$ cat src/rtl/adc_spi_capture_if.sv
// ADC capture bus: SPI pins toward the converter plus the sample output toward the audio path.
interface adc_spi_capture_if;
  logic       channel;
  logic       adc_dout;
  logic       adc_cs_n;
  logic       adc_sck;
  logic       adc_din;
  logic [9:0] data_out;
  logic       data_valid;
  logic       overrun;

  modport master (
    input  channel, adc_dout,
    output adc_cs_n, adc_sck, adc_din, data_out, data_valid, overrun
  );

  modport slave (
    output channel, adc_dout,
    input  adc_cs_n, adc_sck, adc_din, data_out, data_valid, overrun
  );
endinterface

$ cat src/rtl/adc_spi_capture.sv
// adc_spi_capture: drives an MCP3002-style 10-bit SPI ADC at a fixed sample rate and presents
// each conversion on data_out with a data_valid level. Optional macro ADC_AVG2_EN averages each
// new sample with the previous raw sample (round half up).
module adc_spi_capture #(
  parameter int SCK_HALF      = 25,
  parameter int SAMPLE_PERIOD = 5000
) (
  input  logic                     sysclk,
  input  logic                     rst,
  adc_spi_capture_if.master        bus
);
  localparam int RW = (SAMPLE_PERIOD > 2) ? $clog2(SAMPLE_PERIOD) : 1;

  typedef enum logic [1:0] {ST_IDLE, ST_SETUP, ST_SHIFT, ST_DONE} state_t;

  state_t          state_q, state_d;
  logic [RW-1:0]   rate_q, rate_d;
  logic [7:0]      cnt_q, cnt_d;
  logic [7:0]      cs_hi_q, cs_hi_d;
  logic [3:0]      bit_q, bit_d;
  logic            sck_q, sck_d;
  logic            cs_n_q, cs_n_d;
  logic            din_q, din_d;
  logic [9:0]      shreg_q, shreg_d;
  logic [9:0]      data_out_q, data_out_d;
  logic            valid_q, valid_d;
  logic            vpend_q, vpend_d;
  logic            pending_q, pending_d;
  logic            overrun_q, overrun_d;
  logic            ch_q, ch_d;
  logic            sync1_q, sync1_d;
  logic            sync2_q, sync2_d;
  logic            tick;
  logic            phase_end;
`ifdef ADC_AVG2_EN
  logic [9:0]      prev_q, prev_d;
  logic [10:0]     avg_sum;
`endif

  function automatic logic cmd_bit(input logic [3:0] idx, input logic ch);
    case (idx)
      4'd0, 4'd1, 4'd3: cmd_bit = 1'b1;
      4'd2:             cmd_bit = ch;
      default:          cmd_bit = 1'b0;
    endcase
  endfunction

  assign tick      = (rate_q == RW'(SAMPLE_PERIOD - 1));
  assign phase_end = (cnt_q == 8'(SCK_HALF - 1));

  // State register and all datapath flops
  always_ff @(posedge sysclk or posedge rst) begin
    if (rst) begin
      state_q    <= ST_IDLE;
      rate_q     <= '0;
      cnt_q      <= '0;
      cs_hi_q    <= '0;
      bit_q      <= '0;
      sck_q      <= 1'b0;
      cs_n_q     <= 1'b1;
      din_q      <= 1'b0;
      shreg_q    <= '0;
      data_out_q <= '0;
      valid_q    <= 1'b0;
      vpend_q    <= 1'b0;
      pending_q  <= 1'b0;
      overrun_q  <= 1'b0;
      ch_q       <= 1'b0;
      sync1_q    <= 1'b0;
      sync2_q    <= 1'b0;
`ifdef ADC_AVG2_EN
      prev_q     <= '0;
`endif
    end else begin
      state_q    <= state_d;
      rate_q     <= rate_d;
      cnt_q      <= cnt_d;
      cs_hi_q    <= cs_hi_d;
      bit_q      <= bit_d;
      sck_q      <= sck_d;
      cs_n_q     <= cs_n_d;
      din_q      <= din_d;
      shreg_q    <= shreg_d;
      data_out_q <= data_out_d;
      valid_q    <= valid_d;
      vpend_q    <= vpend_d;
      pending_q  <= pending_d;
      overrun_q  <= overrun_d;
      ch_q       <= ch_d;
      sync1_q    <= sync1_d;
      sync2_q    <= sync2_d;
`ifdef ADC_AVG2_EN
      prev_q     <= prev_d;
`endif
    end
  end

  // Rate counter, frame sequencing, SPI shifting and sample output
  always_comb begin
    state_d    = state_q;
    rate_d     = tick ? '0 : rate_q + 1'b1;
    cnt_d      = cnt_q;
    bit_d      = bit_q;
    sck_d      = sck_q;
    cs_n_d     = cs_n_q;
    din_d      = din_q;
    shreg_d    = shreg_q;
    data_out_d = data_out_q;
    valid_d    = valid_q | vpend_q;
    vpend_d    = 1'b0;
    pending_d  = pending_q;
    overrun_d  = overrun_q | (tick & (pending_q | (state_q != ST_IDLE)));
    ch_d       = ch_q;
    sync1_d    = bus.adc_dout;
    sync2_d    = sync1_q;
`ifdef ADC_AVG2_EN
    prev_d     = prev_q;
    avg_sum    = {1'b0, shreg_q} + {1'b0, prev_q} + 11'd1;
`endif

    case (state_q)
      ST_IDLE: begin
        if (pending_q && (cs_hi_q >= 8'(SCK_HALF))) begin
          state_d   = ST_SETUP;
          pending_d = 1'b0;
          ch_d      = bus.channel;
          bit_d     = '0;
          cnt_d     = '0;
          cs_n_d    = 1'b0;
          sck_d     = 1'b0;
          valid_d   = 1'b0;
          din_d     = cmd_bit(4'd0, bus.channel);
        end
      end
      ST_SETUP: begin
        if (phase_end) begin
          state_d = ST_SHIFT;
          cnt_d   = '0;
          din_d   = cmd_bit(4'd0, ch_q);
        end else begin
          cnt_d = cnt_q + 8'd1;
        end
      end
      ST_SHIFT: begin
        if (!phase_end) begin
          cnt_d = cnt_q + 8'd1;
        end else if (!sck_q) begin
          cnt_d = '0;
          sck_d = 1'b1;
        end else begin
          cnt_d = '0;
          sck_d = 1'b0;
          if ((bit_q >= 4'd5) && (bit_q <= 4'd14))
            shreg_d = {shreg_q[8:0], sync2_q};
          if (bit_q == 4'd15) begin
            state_d = ST_DONE;
          end else begin
            bit_d = bit_q + 4'd1;
            din_d = cmd_bit(bit_q + 4'd1, ch_q);
          end
        end
      end
      ST_DONE: begin
        state_d = ST_IDLE;
        cs_n_d  = 1'b1;
        din_d   = 1'b0;
        vpend_d = 1'b1;
`ifdef ADC_AVG2_EN
        data_out_d = avg_sum[10:1];
        prev_d     = shreg_q;
`else
        data_out_d = shreg_q;
`endif
      end
      default: state_d = ST_IDLE;
    endcase

    if (tick)
      pending_d = 1'b1;

    cs_hi_d = !cs_n_d ? '0 : ((cs_hi_q == '1) ? cs_hi_q : cs_hi_q + 8'd1);
  end

  assign bus.adc_cs_n   = cs_n_q;
  assign bus.adc_sck    = sck_q;
  assign bus.adc_din    = din_q;
  assign bus.data_out   = data_out_q;
  assign bus.data_valid = valid_q;
  assign bus.overrun    = overrun_q;
endmodule
$ cat src/flat_wrapper.sv
// flat-port wrapper written by rule: the top's interface ports become plain ports
module adc_spi_capture_flat 
#(
  parameter int SCK_HALF      = 25,
  parameter int SAMPLE_PERIOD = 5000
)
  (sysclk, rst, bus_channel, bus_adc_dout, bus_adc_cs_n, bus_adc_sck, bus_adc_din, bus_data_out, bus_data_valid, bus_overrun);
  adc_spi_capture_if bus_i ();
  input  logic sysclk;
  input  logic rst;
  input wire logic [$bits(bus_i.channel)-1:0] bus_channel;
  input wire logic [$bits(bus_i.adc_dout)-1:0] bus_adc_dout;
  output wire logic [$bits(bus_i.adc_cs_n)-1:0] bus_adc_cs_n;
  output wire logic [$bits(bus_i.adc_sck)-1:0] bus_adc_sck;
  output wire logic [$bits(bus_i.adc_din)-1:0] bus_adc_din;
  output wire logic [$bits(bus_i.data_out)-1:0] bus_data_out;
  output wire logic [$bits(bus_i.data_valid)-1:0] bus_data_valid;
  output wire logic [$bits(bus_i.overrun)-1:0] bus_overrun;
  assign bus_i.channel = bus_channel;
  assign bus_i.adc_dout = bus_adc_dout;
  assign bus_adc_cs_n = bus_i.adc_cs_n;
  assign bus_adc_sck = bus_i.adc_sck;
  assign bus_adc_din = bus_i.adc_din;
  assign bus_data_out = bus_i.data_out;
  assign bus_data_valid = bus_i.data_valid;
  assign bus_overrun = bus_i.overrun;
  adc_spi_capture #(.SCK_HALF(SCK_HALF), .SAMPLE_PERIOD(SAMPLE_PERIOD)) u_core (.sysclk(sysclk), .rst(rst), .bus(bus_i));
endmodule
$ cat config.mk
export PLATFORM = sky130hd
export DESIGN_NAME = adc_spi_capture_flat
export DESIGN_NICKNAME = d
export VERILOG_FILES = /design/src/rtl/adc_spi_capture_if.sv /design/src/rtl/adc_spi_capture.sv /design/src/flat_wrapper.sv
export SDC_FILE = /design/constraint.sdc
export NUM_CORES = 1
export LEC_CHECK = 0
export CAP_MARGIN = 20
export CORE_MARGIN = 10
export CORE_UTILIZATION = 47
export CTS_CLUSTER_SIZE = 8
export DETAILED_ROUTE_END_ITERATION = 8
export GPL_TIMING_DRIVEN = 0
export PLACE_DENSITY = 0.65
export SLEW_MARGIN = 15
export SYNTH_ARGS = -nofsm -noshare
export SYNTH_HDL_FRONTEND = slang
export SYNTH_SLANG_ARGS = --single-unit
$ cat constraint.sdc
create_clock -name sysclk -period 2.7 [get_ports sysclk]
set_input_delay 0.81 -clock sysclk [delete_from_list [all_inputs] [get_ports sysclk]]
set_output_delay 0.81 -clock sysclk [all_outputs]
set_load 0.005 [all_outputs]
==> results.toml <==
[status]
status = "finished, final reports clean"

[layout]
drive_gt1_frac = 0.205
area_growth_pct = 14.6
antenna_cells = 0
postLayoutCoreUtil = 0.558
final_nets = 334
final_cell_count_no_fill = 413

[timing]
slew_viol_final = 0
fin_crit_sh = 0.828
rsz0062_at_grt = "no"
tightest_slew_ns = 0.718
fin_hold_ws_ns = 0.356
max_slew_margin = 0.522
finalSetupViolCount = 0
tns_ns = 0
fmax_ghz = 0.447
hold_viol_final = 0
fin_crit_ns = 2.24
skew_ns = 0.00616

[critical_path]
worstPathMaxFanout = 10
worstPathRequired_ns = 2.92
r2r_slack_ns = 0.46
cp.arrival_ns = 2.45
crit_path_end_kind = "flop"
critPathKind = "reg -> reg"
cp-start-kind = "flop"

[power_and_ir_drop]
comb_power_share = 0.016
finalPower_mw = 1.69
p_leak_nw = 1.74
power_density_nw_per_um2 = 443
p_clk_frac = 0.405
p_switching_uw = 378
switching_share = 0.224
vdd_drop_max_uv = 244
seq_power_share = 0.579
internal_power_mw = 1.31

[synthesis]
synth_cells = 282
post-synth-top-area-cell = "dfrtp_1"
synth-main-ff-cell = "dfrtp_1"
postSynth.asyncResetShare = 1.00
netlist_area_um2 = 3330
yosysSeqAreaShare = 0.489
synth.top_cell.area_share = 0.482
yosys_warnings = 0
ys_types = 58
synth-edff-count = 0
syn_avg_cell_area_um2 = 11.8
synth_top_cells_by_count = "dfrtp_1 (64), mux2_2 (23), nor2_1 (19)"
ys_ff_latch = 65
ys_top_cells_by_area = "dfrtp_1 (48%), mux2_2 (7.8%), ha_1 (6.8%), nor2_1 (2.1%), a22o_1 (1.8%)"
synth_fp_nets = 304
yosysMostFrequentCell = "dfrtp_1"

[floorplan]
io_pins = 19
die_w_um = 104
fp.dieH_um = 104
coreArea_um2 = 6830
rows = 30
dieArea_um2 = 10800
initial_utilization = 0.487

[clocking]
cts_tree = "done"
htreeDepth = 3
post_cts.repair.setup_buffers = 0
clockBufferDepth = 2
cts.repair.resized = 0
cts_num_sinks = 65
ctsHoldBuffers = 0
worst_skew_pair.late_latency_ns = 0.33
cts_buffers = 9
cts-root-buf = "clkbuf_8"
cts.clk_slew.worst_paths_ns = 0.07

[global_route]
grt_start_max_net_pins = 42
use_met3 = 0.0397
use_met1 = 0.137
grt_pass1_vias = 2177
grt_busiest_layer = "met2"
antenna_found_initial = 0
grt_pass1_wl_um = 10400
grt.overflow.total = 0
use_met2 = 0.183
globalRouteTotalUtil = 0.112

[run]
maxCapViolations = 0

[drt]
drt_iter0_markers = 66
vias = 2200
vias_per_cell = 5.33
first_pass_iters = 4
final_antenna_net_count = 0
drcViolationCount = 0
routed_wl_um = 5870
wl_per_cell_um = 14.2

[placed_design]
dp_cells = 397
port_buffers = 18
dp_hpwl_um = 4160
place.gp.congestion = 0.827

[hold_path]
hp-class = "reg -> reg"
-- layout make-up --
cell class                      count  area (um2)
Multi-Input combinational cell    198        1620
Inverter                           13        51.3
Fill cell                         605        3020
Timing Repair Buffer               19         200
Clock inverter                      6        35.0
Sequential cell                    65        1630
Buffer                              6        25.0
Clock buffer                       10         128
Tap cell                           96         120
-- per-layer routing --
metal,wire length (um),up-vias
li1,-,1083
met1,2790,1083
met2,2810,27
met3,206,7
met4,60,0
met5,0,-
-- metrics by stage --
step | instance area [um2] | setup slack [ns]
after floorplan | 3330 | 0.265
after global placement | 3630 | -0.930
after detailed placement | 3650 | 0.451
after CTS | 3810 | 0.441
after global routing | 3810 | 0.326
final | 3810 | 0.465
-- path summary, 6_finish.rpt --
check / start / to / depth (start not counted)
worst max-delay path: u_core.cs_hi_q[0] / u_core.cnt_q[3] / 6
worst min-delay path: u_core.sync1_q / u_core.sync2_q / 0
worst max register to register: u_core.cs_hi_q[0] / u_core.cnt_q[3] / 6
worst min register to register: u_core.sync1_q / u_core.sync2_q / 0
max in group asynchronous: rst / u_core.bus.adc_cs_n / 3
min in group asynchronous: rst / u_core.shreg_q[7] / 2
-- worst max-delay path, stage by stage (launching register included) --
cell      delay (ns)
dfrtp_1         0.41
inv_1           0.10
ha_1            0.14
or3b_4          0.41
a221oi_4        0.60
nor3b_1         0.21
a22o_1          0.25
-- power by group through the flow --
| stage | sequential (mW) | combinational, mW | clock [mW] |
|---|---|---|---|
| after floorplan | 0.995 | 0.0149 | 0 |
| after global placement | 0.995 | 0.0250 | 0 |
| after detailed placement | 0.995 | 0.0295 | 0 |
| after CTS | 0.976 | 0.0294 | 0.720 |
| after global routing | 0.976 | 0.0323 | 0.770 |
| final | 0.976 | 0.0273 | 0.684 |
-- logic make-up after synthesis --
logic type | count (synthesis) | synth area share
buf+inv | 19 | 0.0222
simple gates | 92 | 0.172
compound gates | 47 | 0.118
flops | 65 | 0.489
mux | 29 | 0.0989
fa+ha+maj | 18 | 0.0677
xor+xnor | 12 | 0.0316
-- layout by cell type (no fill, tap or decap), types with 6 or more instances in the layout --
master and n:
xor2_1 7, clkdlybuf4s50_1 18, inv_1 12, a22o_1 7
nor3_1 9, nand3_1 10, ha_1 18, dfrtp_1 64
o21ai_0 11, mux2_2 23, a21oi_1 6, and3_1 6
nor2_1 19, clkbuf_8 9, nand2_1 12
-- flip-flops by register name (all words and copies together) (netlist names), 2 cells and up --
name / cells
u_core.cs_hi_q: 8
u_core.shreg_q: 10
u_core.bit_q: 4
u_core.cnt_q: 8
u_core.rate_q: 13
u_core.state_q: 2
u_core.bus.data_out: 10
Power figures use the tool's default switching activity.
